--- src/rtl/gpio_buttons_pkg.sv ---
// Shared constants and types for the game-button GPIO peripheral.
package gpio_buttons_pkg;

  // Register offsets, decoded from iomem_addr[3:2]
  localparam logic [1:0] REG_STATE  = 2'd0;
  localparam logic [1:0] REG_EVENTS = 2'd1;
  localparam logic [1:0] REG_IRQ_EN = 2'd2;
  localparam logic [1:0] REG_ID     = 2'd3;

  // Identification word ("BTN1") and the address byte the SoC top decodes
  localparam logic [31:0] ID_VALUE_DEFAULT = 32'h4254_4E31;
  localparam logic [7:0]  BASE_SEL         = 8'h06;

  // Bus handshake: acknowledge once, then wait for the master to drop valid
  typedef enum logic [1:0] {
    BUS_IDLE = 2'd0,
    BUS_ACK  = 2'd1,
    BUS_HOLD = 2'd2
  } bus_state_t;

endpackage

--- src/rtl/gpio_buttons_debounce.sv ---
// Single-button input path: 2-flop synchronizer, polarity fix, debounce.
module button_debounce #(
  parameter int DEBOUNCE_CYCLES = 16000,
  parameter bit ACTIVE_LOW      = 1'b1
) (
  input  logic clk,
  input  logic resetn,
  input  logic pad,
  output logic stable
);

  localparam int            CW       = $clog2(DEBOUNCE_CYCLES);
  localparam logic [CW-1:0] TERMINAL = CW'(DEBOUNCE_CYCLES - 1);

  logic          sync_a;
  logic          sync_b;
  logic          pressed;
  logic [CW-1:0] count;

  // Synchronizer flops start at the released pad level so reset is not a press
  always_ff @(posedge clk or negedge resetn) begin
    if (!resetn) begin
      sync_a <= ACTIVE_LOW;
      sync_b <= ACTIVE_LOW;
    end else begin
      sync_a <= pad;
      sync_b <= sync_a;
    end
  end

  // 1 = pressed regardless of pad polarity
  assign pressed = sync_b ^ ACTIVE_LOW;

  // Accept a new level only after it has differed from stable for the full count
  always_ff @(posedge clk or negedge resetn) begin
    if (!resetn) begin
      count  <= '0;
      stable <= 1'b0;
    end else if (pressed == stable) begin
      count <= '0;
    end else if (count == TERMINAL) begin
      stable <= pressed;
      count  <= '0;
    end else begin
      count <= count + 1'b1;
    end
  end

endmodule

--- src/rtl/gpio_buttons.sv ---
// Button GPIO peripheral on the picosoc iomem bus: debounced state,
// sticky press events with write-one-to-clear, interrupt enable and ID.
module gpio_buttons
  import gpio_buttons_pkg::*;
#(
  parameter int          NUM_BUTTONS     = 8,
  parameter int          DEBOUNCE_CYCLES = 16000,
  parameter bit          ACTIVE_LOW      = 1'b1,
  parameter logic [31:0] ID_VALUE        = ID_VALUE_DEFAULT
) (
  input  logic                   clk,
  input  logic                   resetn,
  input  logic                   iomem_valid,
  input  logic [3:0]             iomem_wstrb,
  input  logic [31:0]            iomem_addr,
  input  logic [31:0]            iomem_wdata,
  output logic                   iomem_ready,
  output logic [31:0]            iomem_rdata,
  input  logic [NUM_BUTTONS-1:0] buttons,
  output logic                   irq
);

  logic [NUM_BUTTONS-1:0] stable;
  logic [NUM_BUTTONS-1:0] stable_prev;
  logic [NUM_BUTTONS-1:0] rise;
  logic [NUM_BUTTONS-1:0] events;
  logic [NUM_BUTTONS-1:0] irq_en;
  logic [NUM_BUTTONS-1:0] events_clr;
  bus_state_t             bus_state;
  logic                   accept;
  logic                   wr_en;
  logic [1:0]             reg_sel;
  logic [31:0]            wmask;
  logic [31:0]            wbits;
  logic [31:0]            rd_word;
  logic                   unused_bits;

  for (genvar gi = 0; gi < NUM_BUTTONS; gi++) begin : g_btn
    button_debounce #(
      .DEBOUNCE_CYCLES(DEBOUNCE_CYCLES),
      .ACTIVE_LOW     (ACTIVE_LOW)
    ) u_debounce (
      .clk   (clk),
      .resetn(resetn),
      .pad   (buttons[gi]),
      .stable(stable[gi])
    );
  end

  // A request is taken only from idle; register writes and the read sample happen on that edge
  assign accept  = iomem_valid && (bus_state == BUS_IDLE);
  assign wr_en   = accept && (|iomem_wstrb);
  assign reg_sel = iomem_addr[3:2];
  assign wmask   = {{8{iomem_wstrb[3]}}, {8{iomem_wstrb[2]}},
                    {8{iomem_wstrb[1]}}, {8{iomem_wstrb[0]}}};
  assign wbits   = iomem_wdata & wmask;
  assign rise    = stable & ~stable_prev;

  assign events_clr = (wr_en && reg_sel == REG_EVENTS) ? wbits[NUM_BUTTONS-1:0] : '0;

  // Address bits outside [3:2] and wdata bits beyond the button count are don't-cares
  assign unused_bits = ^{iomem_addr[31:4], iomem_addr[1:0], wbits, wmask};

  // Read mux over pre-write register contents; bits above NUM_BUTTONS read 0
  always_comb begin
    rd_word = '0;
    case (reg_sel)
      REG_STATE:  rd_word = 32'(stable);
      REG_EVENTS: rd_word = 32'(events);
      REG_IRQ_EN: rd_word = 32'(irq_en);
      REG_ID:     rd_word = ID_VALUE;
      default:    rd_word = '0;
    endcase
  end

  // Sticky press events; a new press in the same cycle as its W1C keeps the bit set
  always_ff @(posedge clk or negedge resetn) begin
    if (!resetn) begin
      stable_prev <= '0;
      events      <= '0;
    end else begin
      stable_prev <= stable;
      events      <= (events & ~events_clr) | rise;
    end
  end

  // Interrupt enable register with per-byte-lane writes
  always_ff @(posedge clk or negedge resetn) begin
    if (!resetn) begin
      irq_en <= '0;
    end else if (wr_en && reg_sel == REG_IRQ_EN) begin
      irq_en <= (irq_en & ~wmask[NUM_BUTTONS-1:0]) | wbits[NUM_BUTTONS-1:0];
    end
  end

  // Level interrupt from enabled pending events
  always_ff @(posedge clk or negedge resetn) begin
    if (!resetn) begin
      irq <= 1'b0;
    end else begin
      irq <= |(events & irq_en);
    end
  end

  // Bus FSM: one-cycle ack with registered data, no re-ack until valid drops
  always_ff @(posedge clk or negedge resetn) begin
    if (!resetn) begin
      bus_state   <= BUS_IDLE;
      iomem_rdata <= '0;
    end else begin
      iomem_rdata <= accept ? rd_word : '0;
      case (bus_state)
        BUS_IDLE: if (iomem_valid) bus_state <= BUS_ACK;
        BUS_ACK:  bus_state <= iomem_valid ? BUS_HOLD : BUS_IDLE;
        BUS_HOLD: if (!iomem_valid) bus_state <= BUS_IDLE;
        default:  bus_state <= BUS_IDLE;
      endcase
    end
  end

  assign iomem_ready = (bus_state == BUS_ACK);

endmodule

--- config.mk ---
export PLATFORM = sky130hd
export DESIGN_NAME = gpio_buttons
export DESIGN_NICKNAME = d
export VERILOG_FILES = /design/src/rtl/gpio_buttons_pkg.sv /design/src/rtl/gpio_buttons_debounce.sv /design/src/rtl/gpio_buttons.sv
export SDC_FILE = /design/constraint.sdc
export NUM_CORES = 1
export LEC_CHECK = 0
export ABC_CLOCK_PERIOD_IN_PS = 4400
export BUFFER_PORTS_ARGS = -buffer_cell sky130_fd_sc_hd__buf_4
export CORE_MARGIN = 10
export CORE_UTILIZATION = 55
export CTS_BUF_LIST = sky130_fd_sc_hd__clkbuf_2 sky130_fd_sc_hd__clkbuf_4 sky130_fd_sc_hd__clkbuf_8
export CTS_CLUSTER_DIAMETER = 80
export DETAILED_ROUTE_END_ITERATION = 8
export PLACE_DENSITY = 0.73
export SYNTH_ARGS = -nofsm -noshare
export SYNTH_HDL_FRONTEND = slang
export SYNTH_SLANG_ARGS = --single-unit
--- constraint.sdc ---
create_clock -name clk -period 4.4 [get_ports clk]
set_input_delay 0.88 -clock clk [delete_from_list [all_inputs] [get_ports clk]]
set_output_delay 0.88 -clock clk [all_outputs]
set_load 0.02 [all_outputs]
==> results of run 1 <==
[layer usage]
layer,track usage,share of wire,vias up
li1,-,-,2485
met2,0.2396,0.48,76
met5,0,0,-
met1,0.1874,0.46,2495
met3,0.05205,0.049,14
met4,0.05052,0.011,0
[worst reg2reg max path, cell delays in order (launching register included)]
cell	delay, ns
dfrtp_1	0.39
or3b_1	0.62
nor3_4	0.48
nand2_1	0.10
a22o_1	0.19
[cell usage after synthesis, drive strengths merged]
library cell    n  area share
nand4bb         2      0.0029
o2bb2ai         6      0.0068
or3             4      0.0032
dfstp          16       0.054
and3            4      0.0032
xor2           43       0.048
nor4           17       0.016
nand2b          3      0.0031
nor3           20       0.014
a22oi           4      0.0039
nor2          130       0.063
mux2            9       0.013
and4           12       0.014
dfrtp         156        0.50
buf            33       0.032
nand3          42       0.027
clkbuf          1     0.00048
a21oi          10      0.0064
o31ai           2      0.0019
inv            29       0.015
nand4b          1      0.0031
conb            1     0.00048
or4             5      0.0058
mux2i          11       0.014
o21ai           7      0.0045
o22ai           3      0.0024
xnor2          56       0.063
and2            5      0.0040
nor2b           2      0.0016
o21a            1     0.00097
or3b            4      0.0045
and4b           1      0.0013
and2b           1     0.00097
nand4          21       0.019
ha              8       0.013
nor3b           3      0.0029
nand2          40       0.019
or2             8      0.0064
a22o            2      0.0023
[logic make-up (layout without fill, tap and decap cells)]
kind of cell,after synthesis,count (layout)
flip-flops,172,172
AO/OA/AOI/OAI,35,35
XOR/XNOR,99,99
other,1,15
AND/OR/NAND/NOR,325,325
adder cells (fa/ha/maj),8,8
buffers and inverters,63,104
multiplexers,20,20
[worst paths after layout]
| kind | startpoint | end | slack, ns |
|---|---|---|---|
| setup reg to reg | bus_state[1] | events[2] | 2.50 |
| min in group asynchronous | resetn | g_btn[3].u_debounce.count[3] | 0.54 |
| hold reg to reg | g_btn[4].u_debounce.sync_a | g_btn[4].u_debounce.sync_b | 0.36 |
| hold / removal | g_btn[4].u_debounce.sync_a | g_btn[4].u_debounce.sync_b | 0.36 |
| max in group asynchronous | resetn | g_btn[6].u_debounce.sync_b | 2.93 |
| setup / recovery | bus_state[1] | iomem_ready | 2.32 |
[power by group]
part	switching, W	internal (W)
Sequential	0.0000614	0.00166
Combinational	0.000143	0.000101
Clock	0.000571	0.000470
Total	0.000775	0.00223
[state kept, by name, indices dropped and copies added (netlist names), named ones only]
signal	count
stable_prev	8
g_btn.u_debounce.sync_a	8
g_btn.u_debounce.stable	8
irq	1
g_btn.u_debounce.count	112
bus_state	2
g_btn.u_debounce.sync_b	8
iomem_rdata	9
events	8
[cell type report]
class                   instances  area [um^2]
clock buffers                  19        255.2
clock inverters                13        118.9
fillers                      1139         5388
inverters                      29        113.9
multi-input cells             502         3129
flip-flops and latches        172         4324
well taps                     180        225.2
repair buffers                 43        326.6
[through the flow]
step	power, W	utilization
floorplan	0.001907	-
global placement	0.001991	0.5849
detailed placement	0.002003	0.5849
CTS	0.003048	0.6119
global route	0.003162	0.6119
finish	0.003008	0.6119
==> results by group, run 1 <==
Status
  • Status: complete, no violations

STA
  • Worst Tran Pin Value: 0.9612 ns
  • FMAX: 0.4805 GHz
  • Crit path time final: 2.081 ns
  • Final Setup Violations: 0
  • Unrepaired setup endpoints after global routing: false
  • Slew Viols, Final: 0
  • Max_slew headroom: 0.3592
  • Hold Vio Cnt, Final: 0
  • Clock skew after layout: 0.009514 ns
  • Fin Hold WS: 0.3588 ns
  • Setup TNS: 0 ns
  • Final worst-path setup slack: 2.319 ns
  • Tcrit/Tclk final: 0.4730

Pwr
  • Worst vdd ir: 0.2119 mV
  • Power Density: 354.2 nW/um^2
  • Static Leak: 3.675 nW

Global route
  • Number of global-route vias before repair: 5,117
  • First-pass GRT wire length: 24,310 um
  • Initial antenna violation count: 0
  • Largest net degree at the start of global routing: 110
  • Total GRT Usage: 0.1505
  • GR Overflow Total: 0

Place
  • IO Port Bufs: 40
  • Placer congestion estimate: 0.8295
  • Area after DPL: 8119 um^2
  • Placed cell count: 926
  • DP Wirelength: 9883 um
  • Pre-CTS WS: 1.939 ns

Critical path
  • Worst path cell trace: and2b_1, buf_4
  • Critical path required time: 3.52 ns
  • Crit path launch type: flip-flop
  • Crit path buf inv count: 1
  • CP delay by family, top: flip-flops
  • Worst EP arrival: 1.20 ns
  • FF-to-FF path depth: 4
  • Slowest stage cell, crit path: dfrtp_1
  • Worst setup path category: reg2out
  • CP Depth: 2
  • Largest fanout on the critical path: 3
  • Critical path's largest stage delay: 0.39 ns
  • CP Capture Type: output port

Yosys
  • Largest family of logic cells by synthesized area: simple AND/OR/NAND/NOR gates
  • Adder-cell share of the synthesized area: 0.01289
  • Register area share after synthesis: 0.5567
  • Post-synthesis cell area: 7767 um^2
  • Synth cell types: 49
  • Syn avg cell area: 10.74 um^2
  • Post-synthesis mux area share: 0.02722
  • Flops & latches, synth: 172
  • Compound-Gate Fraction of Synth Area: 0.02916
  • Simple-gate portion of the synthesized area: 0.2147
  • Warnings from Yosys: 0
  • Post-Syn Instances: 723
  • Xor and xnor area share after synthesis: 0.1116

Floorplan
  • Die height: 138.8 um
  • Die Area: 19,280 um^2
  • Initial Utilization: 0.5596
  • Core ar.: 13,880 um^2
  • I/O Pins: 113
  • Die Wd: 138.8 um
  • Row count: 43

Final layout
  • ANT cells: 0
  • Area grow syn2layout: 9.343%
  • Layout cells sized above 1: 0.1504
  • Final std cells w/o fill: 958
  • Nets@finish: 852
  • Most common cell after layout, fill and taps aside: dfrtp_1
  • Most frequent cells in the layout: dfrtp_1 (156), nor2_1 (130), xnor2_1 (56), xor2_1 (43)
  • Post-route cell area: 8493 um^2

Hold path
  • Worst Hold Class: reg2reg
  • Hold Path Cell Cnt: 0

Clock network
  • Hold_buf cts: 0
  • Post-CTS sizing: 0
  • Worst-path clk slew: 0.09 ns
  • Clk_lat worst skew: 0.46 ns
  • H-Tree Depth: 4
  • Longest Clk Path Bufs: 2
  • Postcts setup bufs: 0
  • CTS tree: done
  • Cts bufs inserted: 17
  • CTS sink cnt: 172
  • CTS root buffer: clkbuf_8

Route
  • DR vias/cell: 5.292
  • Via count: 5,070
  • Routed len/inst: 14.54 um
  • Iteration-0 DRC Markers: 270
  • WL final: 13,930 um
  • DRC violation count after routing: 0
  • Post-DRT Antenna Nets: 0
  • Total iterations of the first detailed-routing run: 4

Run
  • Max-cap violations: 0
Note: power is estimated with default switching activity, not from simulation.
==> run 2: changes to the inputs <==
--- a/config.mk
+++ b/config.mk
@@ -5,14 +5,14 @@
 export SDC_FILE = /design/constraint.sdc
 export NUM_CORES = 1
 export LEC_CHECK = 0
-export ABC_CLOCK_PERIOD_IN_PS = 4400
+export ABC_CLOCK_PERIOD_IN_PS = 1820
 export BUFFER_PORTS_ARGS = -buffer_cell sky130_fd_sc_hd__buf_4
 export CORE_MARGIN = 10
-export CORE_UTILIZATION = 55
+export CORE_UTILIZATION = 54
 export CTS_BUF_LIST = sky130_fd_sc_hd__clkbuf_2 sky130_fd_sc_hd__clkbuf_4 sky130_fd_sc_hd__clkbuf_8
 export CTS_CLUSTER_DIAMETER = 80
 export DETAILED_ROUTE_END_ITERATION = 8
-export PLACE_DENSITY = 0.73
+export PLACE_DENSITY = 0.75
 export SYNTH_ARGS = -nofsm -noshare
 export SYNTH_HDL_FRONTEND = slang
 export SYNTH_SLANG_ARGS = --single-unit
==> constraint.sdc (replaced) <==
create_clock -name clk -period 1.82 [get_ports clk]
set_input_delay 0.364 -clock clk [delete_from_list [all_inputs] [get_ports clk]]
set_output_delay 0.364 -clock clk [all_outputs]
set_load 0.02 [all_outputs]
==> results by group, run 2 (synthesis gave the netlist of run 1 again) <==
Final layout
  • ANT cells: 0 (unchanged)
  • Layout cells sized above 1: 0.1681 (+0.01773)
  • Top Registers: g_btn.u_debounce.count (112), iomem_rdata (9)
  • Most frequent cells in the layout: dfrtp_1 (156), nor2_1 (130), xnor2_1 (56), buf_4 (55), xor2_1 (43)
  • Multi-input logic area: 3158 um^2 (+0.92%)
  • Reg with most FFs: g_btn.u_debounce.count
  • Nets@finish: 877 (+2.9%)
  • Reg area: 4324 um^2 (unchanged)
  • Area grow syn2layout: 13.18%
  • Fill cell count: 1,085 (-4.7%)
  • Most common cell after layout, fill and taps aside: dfrtp_1
  • Max FFs per register: 112 (unchanged)

Route
  • DR vias/cell: 5.345 (+0.99%)
  • Iteration-0 DRC Markers: 245 (-9.3%)
  • DRC violation count after routing: 0 (unchanged)
  • WL final: 14,680 um (+5.4%)
  • Routed len/inst: 14.93 um (+2.7%)
  • Post-DRT Antenna Nets: 0 (unchanged)
  • Total iterations of the first detailed-routing run: 4 (unchanged)
  • Via count: 5,254 (+3.6%)

STA
  • Max_slew headroom: 0.6520 (+0.2928)
  • Final Setup Violations: 0 (unchanged)
  • Crit path time final: 1.715 ns
  • Slew Viols, Final: 0 (unchanged)
  • Clock skew after layout: 0.009028 ns (-0.0004853 ns)
  • Tcrit/Tclk final: 0.9424
  • Hold Vio Cnt, Final: 0 (unchanged)
  • FMAX: 0.5831 GHz
  • Worst Tran Pin Value: 0.5221 ns (-0.4392 ns)
  • Fin Hold WS: 0.1218 ns (-0.2371 ns)
  • Final worst-path setup slack: 0.1049 ns (-2.214 ns)

Critical path
  • Worst EP arrival: 2.08 ns (+0.88 ns)
  • CP Capture Type: flip-flop
  • Slowest stage cell, crit path: dfrtp_1
  • Worst path cell trace: ha_1, nand3_1, nor4_4, or2_4, nor2_1
  • Crit path launch type: flip-flop
  • Largest fanout on the critical path: 12 (+9)
  • Worst setup path category: reg2reg
  • Critical path's largest stage delay: 0.42 ns (+0.03 ns)
  • Critical path required time: 2.18 ns (-1.34 ns)

Pwr
  • Internal: 0.005613 W (+150%)
  • Power Density: 851.0 nW/um^2 (+140%)
  • Static Leak: 3.850 nW (+4.8%)
  • Switching pwr: 0.001868 W (+140%)
  • Switching part of the total: 0.2498 (-0.007934)
  • Seq pwr share: 0.558 (-0.015)
  • Worst vdd ir: 0.4975 mV (+130%)
  • Power share of the clock group: 0.356 (+0.010)
  • Combinational power share: 0.086 (+0.005)

Place
  • Placer congestion estimate: 0.8506 (+2.5%)
  • Pre-CTS WS: 0.05994 ns (-1.879 ns)
  • DP Wirelength: 10,400 um (+5.2%)
  • IO Port Bufs: 40 (unchanged)

Floorplan
  • Initial Utilization: 0.5553 (-0.004304)
  • Row count: 43 (unchanged)
  • Core ar.: 13,990 um^2 (+0.78%)
  • I/O Pins: 113 (unchanged)
  • Die height: 139.9 um (+0.79%)
  • Die Area: 19,580 um^2 (+1.6%)
  • Die Wd: 139.9 um (+0.79%)

Clock network
  • Longest Clk Path Bufs: 2 (unchanged)
  • Cts bufs inserted: 17 (unchanged)
  • CTS sink cnt: 172 (unchanged)
  • H-Tree Depth: 4 (unchanged)
  • Clk_lat worst skew: 0.47 ns (about the same)
  • CTS root buffer: clkbuf_8
  • CTS tree: done
  • Worst-path clk slew: 0.09 ns (about the same)
  • Postcts setup bufs: 0 (unchanged)

Status
  • Status: complete, no violations

Global route
  • Initial antenna violation count: 0 (unchanged)
  • Total GRT Usage: 0.1559 (+0.005378)
  • Number of global-route vias before repair: 5,489 (+7.3%)
  • GR Overflow Total: 0 (unchanged)
  • First-pass GRT wire length: 25,700 um (+5.7%)
  • Largest net degree at the start of global routing: 53 (-52%)

Run
  • Max-cap violations: 0 (unchanged)

Hold path
  • Worst Hold Class: in2reg
## run 2: final cells by class
type / count / share of cell area
well taps: 180 / 0.02562
flip-flops and latches: 172 / 0.4919
clock buffers: 21 / 0.03145
multi-input cells: 502 / 0.3592
clock inverters: 11 / 0.01352
repair buffers: 68 / 0.06533
inverters: 29 / 0.01295
## run 2: final timing paths
| kind | slack [ns] | depth (start not counted) | startpoint | endpoint |
|---|---|---|---|---|
| min | 0.12 | 2 | iomem_valid | bus_state[1] |
| min reg2reg | 0.36 | 0 | g_btn[4].u_debounce.sync_a | g_btn[4].u_debounce.sync_b |
| max reg2reg | 0.10 | 5 | g_btn[6].u_debounce.count[0] | g_btn[6].u_debounce.count[9] |
| min in group asynchronous | 0.40 | 2 | resetn | g_btn[3].u_debounce.count[10] |
| max in group asynchronous | 0.72 | 3 | resetn | g_btn[1].u_debounce.sync_a |
| max | 0.10 | 5 | g_btn[6].u_debounce.count[0] | g_btn[6].u_debounce.count[9] |
## run 2: timing repair
action                     4_1_cts  5_1_grt
hold buffers                     9        0
gates resized for setup          0        7
hold endpoints to repair        48        0
setup endpoints to repair        0       59
## run 2: per-stage QoR
step | util | TNS (ns) | cells | total power, W | instance area, um^2
2_1_floorplan | - | 0 | 737 | 0.004610 | 7820
3_3_place_gp | 0.5917 | 0 | 942 | 0.004841 | 8277
3_5_place_dp | 0.5917 | 0 | 942 | 0.004880 | 8277
4_1_cts | 0.6264 | 0 | 983 | 0.007530 | 8762
5_1_grt | 0.6284 | -0.03320 | 983 | 0.007809 | 8791
6_report | 0.6284 | 0 | 983 | 0.007481 | 8791
## run 2: worst max-delay path, delay by kind of cell, from the launching register on
family        cells  cell delay [ns]
fa+ha+maj         1             0.21
flops             1             0.42
simple gates      4             0.99
## run 2: power by group through the flow
stage	registers (W)	clock network, W	logic, W
6_report	0.00417	0.00266	0.000645
3_5_place_dp	0.00425	0	0.000634
5_1_grt	0.00420	0.00289	0.000718
3_3_place_gp	0.00423	0	0.000607
2_1_floorplan	0.00423	0	0.000379
4_1_cts	0.00417	0.00270	0.000652
## run 2: layer usage
metal	share of wire	track usage	up-vias	routed length (um)
li1	-	-	2530	-
met1	0.44	0.1897	2611	6509
met2	0.49	0.2556	95	7236
met3	0.047	0.05003	18	696
met4	0.016	0.05326	0	238
met5	0	0	-	0
==> run 3: changes to the inputs <==
--- a/config.mk
+++ b/config.mk
@@ -7,9 +7,11 @@
 export LEC_CHECK = 0
 export ABC_CLOCK_PERIOD_IN_PS = 1820
 export BUFFER_PORTS_ARGS = -buffer_cell sky130_fd_sc_hd__buf_4
+export CELL_PAD_IN_SITES_DETAIL_PLACEMENT = 2
+export CELL_PAD_IN_SITES_GLOBAL_PLACEMENT = 2
 export CORE_MARGIN = 10
-export CORE_UTILIZATION = 54
-export CTS_BUF_LIST = sky130_fd_sc_hd__clkbuf_2 sky130_fd_sc_hd__clkbuf_4 sky130_fd_sc_hd__clkbuf_8
+export CORE_UTILIZATION = 35
+export CTS_BUF_LIST = sky130_fd_sc_hd__clkbuf_8
 export CTS_CLUSTER_DIAMETER = 80
 export DETAILED_ROUTE_END_ITERATION = 8
 export PLACE_DENSITY = 0.75
==> results by group, run 3 (synthesis gave the netlist of run 1 again) <==
Status
  • Status: complete, no violations

Final layout
  • Area grow syn2layout: 15.22%
  • Reg with most FFs: g_btn.u_debounce.count
  • Most frequent cells in the layout: dfrtp_1 (156), nor2_1 (130), buf_4 (62), xnor2_1 (56), xor2_1 (43)
  • Top Registers: g_btn.u_debounce.count (112), iomem_rdata (9)
  • ANT cells: 0 (unchanged)
  • Most common cell after layout, fill and taps aside: dfrtp_1
  • Layout cells sized above 1: 0.1757 (+0.007623)
  • Final Util: 0.4101 (-0.2183)
  • Final std cells w/o fill: 1,088 (+11%)
  • Max FFs per register: 112 (unchanged)
  • Nets@finish: 883 (+0.68%)

Floorplan
  • Die Wd: 169.0 um (+21%)
  • Core ar.: 21,820 um^2 (+56%)
  • Row count: 54 (+26%)
  • Die height: 169.0 um (+21%)
  • I/O Pins: 113 (unchanged)
  • Initial Utilization: 0.3559 (-0.1994)
  • Die Area: 28,550 um^2 (+46%)

Clock network
  • Longest Clk Path Bufs: 2 (unchanged)
  • Postcts setup bufs: 0 (unchanged)
  • CTS root buffer: clkbuf_8
  • Worst-path clk slew: 0.09 ns (about the same)
  • CTS sink cnt: 172 (unchanged)
  • Cts bufs inserted: 17 (unchanged)
  • H-Tree Depth: 4 (unchanged)
  • Clk_lat worst skew: 0.48 ns (about the same)
  • CTS tree: done

Place
  • Placer congestion estimate: 0.7760 (-8.8%)
  • DP Wirelength: 13,850 um (+33%)
  • IO Port Bufs: 40 (unchanged)
  • Placed cell count: 1,048 (+11%)

Pwr
  • Final Power: 0.007535 W (+0.72%)
  • Power Density: 841.9 nW/um^2 (-1.1%)
  • Worst vdd ir: 0.3158 mV (-37%)
  • Static Leak: 3.858 nW (+0.21%)

STA
  • FMAX: 0.5880 GHz (+0.85%)
  • Final Setup Violations: 0 (unchanged)
  • Crit path time final: 1.701 ns (-0.01452 ns)
  • Unrepaired setup endpoints after global routing: false
  • Slew Viols, Final: 0 (unchanged)
  • Clock skew after layout: 0.01218 ns (+0.003156 ns)
  • Tcrit/Tclk final: 0.9344 (-0.007976)
  • Setup TNS: 0 ns (unchanged)
  • Hold Vio Cnt, Final: 0 (unchanged)

Critical path
  • Worst setup path category: reg2reg
  • Worst path cell trace: ha_2, nand4_1, or4_1, xor2_1, nor2_1
  • Worst EP arrival: 2.07 ns (about the same)
  • CP delay by family, top: simple AND/OR/NAND/NOR gates
  • Crit path launch type: flip-flop
  • Reg2Reg Launch Point: g_btn[0].u_debounce.count[0]
  • Reg-to-reg endpoint: g_btn[0].u_debounce.count[12]
  • Setup crit end: g_btn[0].u_debounce.count[12]
  • Critical path required time: 2.19 ns (about the same)
  • Setup crit start: g_btn[0].u_debounce.count[0]
  • CP Capture Type: flip-flop
  • CP Depth: 5 (unchanged)
  • Slowest stage cell, crit path: or4_1
  • Reg2Reg Setup Slack: 0.12 ns (about the same)
  • FF-to-FF path depth: 5 (unchanged)
  • Crit path buf inv count: 0 (unchanged)
  • Critical path's largest stage delay: 0.56 ns (+0.14 ns)
  • Largest fanout on the critical path: 4 (-8)

Global route
  • GR Overflow Total: 0 (unchanged)
  • First-pass GRT wire length: 32,320 um (+26%)
  • Total GRT Usage: 0.1395 (-0.01641)
  • Largest net degree at the start of global routing: 48 (-9.4%)
  • Initial antenna violation count: 0 (unchanged)
  • Number of global-route vias before repair: 6,263 (+14%)

Route
  • Via count: 5,399 (+2.8%)
  • Total iterations of the first detailed-routing run: 4 (unchanged)
  • Iteration-0 DRC Markers: 240 (-2.0%)
  • Routed len/inst: 17.44 um (+17%)
  • DR vias/cell: 4.962 (-7.2%)
  • Post-DRT Antenna Nets: 0 (unchanged)
  • WL final: 18,980 um (+29%)
  • DRC violation count after routing: 0 (unchanged)

Run
  • Max-cap violations: 0 (unchanged)

Hold path
  • Worst Hold Class: in2reg
## run 3: cell count changes in the layout (fill, tap and decap cells not counted), moves of 2 or more
cell / previous run / this run
clkbuf_8: 19 / 17
clkbuf_4: 2 / 0
clkinv_2: 4 / 1
inv_6: 1 / 3
buf_4: 55 / 62
clkinvlp_4: 4 / 6
## run 3: worst min path at each step
stage           startpoint                       endpoint  cells after the start
2_1_floorplan       resetn     asynchronous set/reset pin                      0
3_3_place_gp        resetn  g_btn[6].u_debounce.count[12]                      1
3_5_place_dp        resetn  g_btn[6].u_debounce.count[12]                      1
4_1_cts        iomem_valid                   bus_state[1]                      2
5_1_grt        iomem_valid                   bus_state[1]                      2
6_report       iomem_valid                   bus_state[1]                      2
## run 3: timing repair
action | CTS | global route
resized for setup | 1 | 11
hold endpoints to repair | 43 | 0
hold buffers | 9 | 0
endpoints found under the setup margin | 11 | 71
pin swaps | 0 | 0
cloned | 0 | 0
## run 3: metrics by stage
stage,worst slack [ns],instance area [um^2],hold WS [ns]
CTS,0.02097,8910,0.07796
global placement,0.07408,8434,0.3369
finish,0.1194,8950,0.1201
floorplan,0.1995,7820,0.06841
global route,0.005195,8950,0.08660
detailed placement,0.01127,8434,0.3454
## run 3: where the power goes
part           total (W)  internal, W  switching, W
Clock            0.00268      0.00121       0.00147
Combinational   0.000674     0.000289      0.000384
Sequential       0.00418      0.00402      0.000161
## run 3: metal layers
layer  vias up  GRT usage  routed length, um  part of all wire
li1       2541          -                  -                 -
met1      2779     0.1567               7890              0.42
met2        58     0.2526              10220              0.54
met3        21    0.03474                555             0.029
met4         0    0.04465                312             0.016
met5         -          0                  0                 0
## run 3: area by class of cell
type	instances	area, um^2
Clock inverter	14	148.9
Sequential cell	172	4324
Inverter	29	113.9
Fill cell	2291	12870
Tap cell	280	350.3
Clock buffer	17	234.0
Timing Repair Buffer	74	606.8
Multi-Input combinational cell	502	3172
## run 3: worst reg2reg max path, cell delays in order (launching register included)
cell     delay [ns]
dfrtp_1        0.43
ha_2           0.25
nand4_1        0.16
or4_1          0.56
xor2_1         0.15
nor2_1         0.06
